--- config.mk ---
export PLATFORM = sky130hd
export DESIGN_NAME = n_bit_demux
export DESIGN_NICKNAME = d
export VERILOG_FILES = /design/src/rtl/demux_pkg.sv /design/src/rtl/demux_port_fifo.sv /design/src/rtl/n_bit_demux.sv
export SDC_FILE = /design/constraint.sdc
export NUM_CORES = 1
export LEC_CHECK = 0
export ABC_AREA = 1
export CAP_MARGIN = 20
export CORE_MARGIN = 1
export CORE_UTILIZATION = 40
export DETAILED_ROUTE_END_ITERATION = 10
export GPL_TIMING_DRIVEN = 0
export PLACE_DENSITY = 0.7
export SLEW_MARGIN = 20
export SYNTH_ARGS = -nofsm -noshare
export SYNTH_HDL_FRONTEND = slang
export SYNTH_SLANG_ARGS = --single-unit
--- constraint.sdc ---
create_clock -name clk -period 3 [get_ports clk]
set_input_delay 0.3 -clock clk [delete_from_list [all_inputs] [get_ports clk]]
set_output_delay 0.3 -clock clk [all_outputs]
set_load 0.02 [all_outputs]
--- src/rtl/demux_pkg.sv ---
// Shared constants, types and helpers for the n-bit stream demultiplexer.
// Latency: n/a (package only).
// Backpressure: n/a (package only).
//
// PORT_A / PORT_B  : encodings of the per-beat select bit.
// FIFO_DEPTH       : entries per output port FIFO.
// COUNT_W          : width of the optional accepted-beat counters.
// ptr_next()       : FIFO pointer increment with wrap at FIFO_DEPTH-1.
package demux_pkg;

  localparam logic PORT_A     = 1'b0;
  localparam logic PORT_B     = 1'b1;
  localparam int   FIFO_DEPTH = 2;
  localparam int   COUNT_W    = 16;

  // Pointer indexes one of FIFO_DEPTH slots; occupancy must also represent "full".
  localparam int   PTR_W      = $clog2(FIFO_DEPTH);
  localparam int   OCC_W      = $clog2(FIFO_DEPTH + 1);

  typedef logic [PTR_W-1:0] ptr_t;
  typedef logic [OCC_W-1:0] occ_t;

  // Advance a FIFO pointer, wrapping the last slot back to slot 0.
  function automatic ptr_t ptr_next(input ptr_t p);
    ptr_t nxt;
    if (p == ptr_t'(FIFO_DEPTH - 1)) begin
      nxt = '0;
    end else begin
      nxt = p + ptr_t'(1);
    end
    return nxt;
  endfunction

endpackage

--- src/rtl/demux_port_fifo.sv ---
// Per-port output FIFO (FIFO_DEPTH entries) feeding one consumer of the demux.
// Latency: a beat pushed at edge k is visible on pop_vld/pop_dat from cycle k+1.
// Backpressure: full is high at occupancy FIFO_DEPTH; a pop does not free space until the next cycle.
//
// Ports:
//   clk, rst_n         : clock, asynchronous active-low reset
//   push_vld, push_dat : write request and payload (caller must not push while full)
//   full               : no free entry this cycle
//   pop_rdy            : consumer ready; a pop happens when pop_vld && pop_rdy
//   pop_vld, pop_dat   : head entry present / head entry payload (driven from registers)
module demux_port_fifo
  import demux_pkg::*;
#(
  parameter int n = 8
) (
  input  logic         clk,
  input  logic         rst_n,
  input  logic         push_vld,
  input  logic [n-1:0] push_dat,
  output logic         full,
  input  logic         pop_rdy,
  output logic         pop_vld,
  output logic [n-1:0] pop_dat
);

  logic [n-1:0] mem_q [FIFO_DEPTH];
  ptr_t         head_q;
  ptr_t         tail_q;
  occ_t         occ_q;

  logic         do_push;
  logic         do_pop;

  assign full    = (occ_q == occ_t'(FIFO_DEPTH));
  assign pop_vld = (occ_q != '0);

  // Head data is a mux of storage registers only, so there is no
  // combinational path from the input payload to the output payload.
  assign pop_dat = mem_q[head_q];

  // Full blocks the push even when a pop happens in the same cycle; the
  // freed slot is only offered to the producer on the following cycle.
  assign do_push = push_vld && !full;
  assign do_pop  = pop_vld && pop_rdy;

  always_ff @(posedge clk or negedge rst_n) begin
    if (!rst_n) begin
      for (int i = 0; i < FIFO_DEPTH; i++) begin
        mem_q[i] <= '0;
      end
      head_q <= '0;
      tail_q <= '0;
      occ_q  <= '0;
    end else begin
      if (do_push) begin
        mem_q[tail_q] <= push_dat;
        tail_q        <= ptr_next(tail_q);
      end
      if (do_pop) begin
        head_q <= ptr_next(head_q);
      end
      // Simultaneous push and pop keeps occupancy; both pointers still move.
      unique case ({do_push, do_pop})
        2'b10:   occ_q <= occ_q + occ_t'(1);
        2'b01:   occ_q <= occ_q - occ_t'(1);
        default: occ_q <= occ_q;
      endcase
    end
  end

  // The parent gates pushes with its ready, so a push request while full
  // means the ready logic upstream is broken.
  a_no_push_when_full: assert property (
    @(posedge clk) disable iff (!rst_n) push_vld |-> !full
  );

  a_occ_in_range: assert property (
    @(posedge clk) disable iff (!rst_n) occ_q <= occ_t'(FIFO_DEPTH)
  );

endmodule

--- src/rtl/n_bit_demux.sv ---
// Two-port stream demux: each input beat is steered by in_sel to port A (0) or port B (1).
// Latency: beat accepted at edge k is visible on X_valid/X_data in cycle k+1.
// Backpressure: in_ready follows only the selected port's FIFO fullness; a stalled port never blocks the other.
//
// Ports:
//   clk, rst_n                   : clock, asynchronous active-low reset
//   in_data, in_sel, in_valid    : input beat, destination select, beat present
//   in_ready                     : input beat accepted this cycle (when in_valid)
//   A_data, A_valid, A_ready     : port A output stream
//   B_data, B_valid, B_ready     : port B output stream
//   A_count, B_count             : accepted-beat counters per port, wrap at 16'hFFFF
//                                  (present only when N_BIT_DEMUX_COUNT_EN is defined)
//
// Build option: define N_BIT_DEMUX_COUNT_EN to add the per-port accepted-beat counters.
module n_bit_demux
  import demux_pkg::*;
#(
  parameter int n = 8
) (
  input  logic               clk,
  input  logic               rst_n,
  input  logic [n-1:0]       in_data,
  input  logic               in_sel,
  input  logic               in_valid,
  output logic               in_ready,
  output logic [n-1:0]       A_data,
  output logic               A_valid,
  input  logic               A_ready,
  output logic [n-1:0]       B_data,
  output logic               B_valid,
  input  logic               B_ready
`ifdef N_BIT_DEMUX_COUNT_EN
  ,
  output logic [COUNT_W-1:0] A_count,
  output logic [COUNT_W-1:0] B_count
`endif
);

  logic a_full;
  logic b_full;
  logic in_fire;
  logic a_push_vld;
  logic b_push_vld;

  // Ready depends only on the selected destination's occupancy, never on the
  // consumer readies, so a changing in_sel simply re-evaluates against the
  // other FIFO in the same cycle.
  assign in_ready   = (in_sel == PORT_B) ? !b_full : !a_full;
  assign in_fire    = in_valid && in_ready;

  assign a_push_vld = in_fire && (in_sel == PORT_A);
  assign b_push_vld = in_fire && (in_sel == PORT_B);

  demux_port_fifo #(
    .n (n)
  ) u_fifo_a (
    .clk      (clk),
    .rst_n    (rst_n),
    .push_vld (a_push_vld),
    .push_dat (in_data),
    .full     (a_full),
    .pop_rdy  (A_ready),
    .pop_vld  (A_valid),
    .pop_dat  (A_data)
  );

  demux_port_fifo #(
    .n (n)
  ) u_fifo_b (
    .clk      (clk),
    .rst_n    (rst_n),
    .push_vld (b_push_vld),
    .push_dat (in_data),
    .full     (b_full),
    .pop_rdy  (B_ready),
    .pop_vld  (B_valid),
    .pop_dat  (B_data)
  );

`ifdef N_BIT_DEMUX_COUNT_EN
  // Count beats accepted on the input side, per destination; the counters
  // wrap naturally at their width.
  logic [COUNT_W-1:0] a_count_q;
  logic [COUNT_W-1:0] b_count_q;

  always_ff @(posedge clk or negedge rst_n) begin
    if (!rst_n) begin
      a_count_q <= '0;
      b_count_q <= '0;
    end else begin
      if (a_push_vld) begin
        a_count_q <= a_count_q + COUNT_W'(1);
      end
      if (b_push_vld) begin
        b_count_q <= b_count_q + COUNT_W'(1);
      end
    end
  end

  assign A_count = a_count_q;
  assign B_count = b_count_q;
`else
  // Counters not built: no count ports and no count state.
`endif

endmodule

==> impl_results.md <==
* Final Max Slew Viols at 0
* Yosys cell types at 19
* Routed Wire Length at 4620 um
* Most frequent cells in the layout: 128 x nand2_1, 40 x dfrtp_1, 34 x nand4_1
* Clock sinks at 40
* Pint at 1.59 mW
* Top post-synthesis cells by area: dfrtp_1 50%, nand2_1 24%, nand4_1 11%
* Final Instance Area at 2510 um2
* Critical Path Source Type: primary input
* Final min period at 2.34 ns
* Worst-case clock buffer depth at 2
* RSZ-0062 raised after global routing: no
* Final HPWL DP at 3310 um
* Area leader, netlist: dfrtp_1
* Period utilization at 0.781
* CP endpoint kind: primary output
* Number of CTS-inserted buffers at 5
* Die area at 5250 um2
* Grt ovf at 0
* Mapped Nets at 258
* R2R Path Start: u_fifo_b.occ_q[0]$_DFFE_PN0P_
* Die Span X at a little over 70 um
* Number of detailed-route iterations in the first pass at 4
* Max Cap Viol at 0
* Post-route ant nets at 0
* FP Rows at 25
* CP max FO at 9
* Layout cell share with drive strength beyond 1 at 0.0848
* Worst EP required at between 2 and 3 ns
* Core Region at 4750 um2
* IO Port Bufs at 32
* Outcome: finished clean
* Vias at 1735
* HP Class: primary input to asynchronous set/reset pin
* Worst Reg2Reg Path Length in Cells at 7
* Largest net degree at the start of global routing at 27
* Worst-path clk slew at 0.07 ns
* Mapped Area at approximately 2000 um2
* VDD IR max at 0.521 mV
* Area grow syn2layout at 26.5%
* PD cells at 1080 nW/um2
* Post-Place Worst Slack at 0.679 ns
* Most common cell after layout, fill and taps aside: nand2_1
* GRT Util Overall at 0.199
* Final setup margin at 0.658 ns
* # setup viols final at 0
* LEAKAGE at 1.30 nW
* RePlAce Congestion at 0.801
* Clock skew at 0.00327 ns
* Yosys Warn Count at 0
* Yosys top cell area share at 0.504
* Vias/cell at 4.96
* Max Clock Freq at 427 MHz
* Mapped Avg Cell Area at about 8.2 um2
* Rel. slew slack at 0.691
* Clock power share at 0.141
* First-iteration detailed-routing DRC count at 131
* Post-CTS Setup Bufs at 0
* Initial Utilization at 0.418
* Psw at 1.13 mW
* Hold Violations, Final at 0
* Remaining DRCs at 0
* Skew-Pair Late Insertion Delay at a little under 0.3 ns
* CTS tree: done
* H-tree levels at 2
* Worst Setup EP: in_ready
* Syn Inst Count at 242
* Vias in the first global route at 1652
* Area after DPL at 2400 um2
* Worst path arrival time at 2.04 ns
* Initial antenna violation count at 0
* # IOs at 33
* Synthesized flop and latch total at 40
* Fin nets at between 200 and 300
* Post-DR wirelength/cell at 13.2 um
* Critical path origin: in_sel
* First-pass GRT wire length at 7890 um
* Post-Route Setup TNS at 0 ns
* Sw frac at 0.417
* Worst r2r dst: u_fifo_b.occ_q[1]$_DFFE_PN0P_
* Die Y at 72.5 um
* Worst Tran Pin Value at approximately 0.46 ns
* Register area share after synthesis at 0.504
* Reg2reg setup slack at ~1.4 ns
* Seq pwr share at 0.346
* ANT cells at 0
* WS Path Type: primary input to primary output
* Root Buffer: clkbuf_8
* Logic pwr share at 0.513
what timing repair did:
action | CTS | global route
endpoints found under the setup margin | 0 | 0
hold endpoints to repair | 14 | 0
hold buffers | 1 | 0
resized for setup | 0 | 0
cells by family after synthesis:
kind of cell / Yosys count / share of synthesized area
AO/OA/AOI/OAI: 2 / 0.0164
XOR/XNOR: 6 / 0.0265
adder cells (fa/ha/maj): 2 / 0.0126
buffers and inverters: 25 / 0.0706
flip-flops: 40 / 0.504
AND/OR/NAND/NOR: 167 / 0.370
area by class of cell:
cell class	count	area, um2
Inverter	15	56.3
Timing Repair Buffer	34	345
Fill cell	479	2240
Sequential cell	40	1000
Tap cell	67	83.8
Clock buffer	7	96.3
Buffer	10	83.8
Multi-Input combinational cell	177	845
per-stage QoR:
stage	utilization	power (mW)	hold slack (ns)	instances
after floorplan	-	1.81	0.00441	242
after global placement	0.503	2.31	0.464	341
after detailed placement	0.506	2.35	0.248	342
after CTS	0.528	2.75	0.472	350
after global routing	0.528	2.95	0.498	350
final	0.528	2.72	0.467	350
synthesized netlist by cell type:
cell type  number
nand4_2         2
clkbuf_1        1
ha_1            2
a21oi_4         2
dfrtp_1        40
or2_2           1
buf_4           1
clkbuf_8        2
inv_2           1
inv_1          10
buf_6           2
nand4_1        34
xnor2_1         2
nand3_1         2
clkbuf_4        1
nand2_1       128
buf_2           3
xor2_1          4
clkinv_1        4
flip-flops by register name, indices dropped and copies added, names as in the netlist:
| signal | cells |
|---|---|
| u_fifo_a.mem_q | 16 |
| u_fifo_b.mem_q | 16 |
| u_fifo_a.occ_q | 2 |
| u_fifo_a.head_q | 1 |
| u_fifo_a.tail_q | 1 |
| u_fifo_b.tail_q | 1 |
| u_fifo_b.occ_q | 2 |
| u_fifo_b.head_q | 1 |
power by group through the flow:
| stage | Sequential [mW] | Combinational (mW) | Clock [mW] |
|---|---|---|---|
| floorplan | 0.915 | 0.900 | 0 |
| global placement | 0.939 | 1.37 | 0 |
| detailed placement | 0.949 | 1.40 | 0 |
| CTS | 0.940 | 1.41 | 0.399 |
| global route | 0.977 | 1.56 | 0.415 |
| finish | 0.942 | 1.40 | 0.385 |
worst max-delay path, stage by stage:
cell             delay, ns
clkdlybuf4s50_1       0.62
inv_2                 0.11
a21oi_4               0.25
or2_2                 0.17
clkdlybuf4s50_1       0.59
layer usage:
| layer | GRT usage | wire length (um) | vias up |
|---|---|---|---|
| met5 | 0 | 0 | - |
| met4 | 0.0588 | 63 | 0 |
| met3 | 0.0486 | 248 | 8 |
| met2 | 0.310 | 2120 | 50 |
| met1 | 0.276 | 2200 | 809 |
| li1 | - | - | 868 |
worst min-delay path by stage:
stage / start / endpoint / slack [ns] / cells past startpoint
finish: rst_n / u_fifo_a.mem_q[5]$_DFFE_PN0P_ / 0.47 / 2
global route: rst_n / u_fifo_a.mem_q[5]$_DFFE_PN0P_ / 0.50 / 2
CTS: rst_n / u_fifo_a.mem_q[13]$_DFFE_PN0P_ / 0.47 / 2
detailed placement: rst_n / u_fifo_a.mem_q[13]$_DFFE_PN0P_ / 0.25 / 1
global placement: u_fifo_b.mem_q[7]$_DFFE_PN0P_ / u_fifo_b.mem_q[7]$_DFFE_PN0P_ / 0.46 / 2
floorplan: rst_n / u_fifo_a.head_q$_DFFE_PN0P_ / 0.004 / 0
Note: power is estimated with default switching activity, not from simulation.
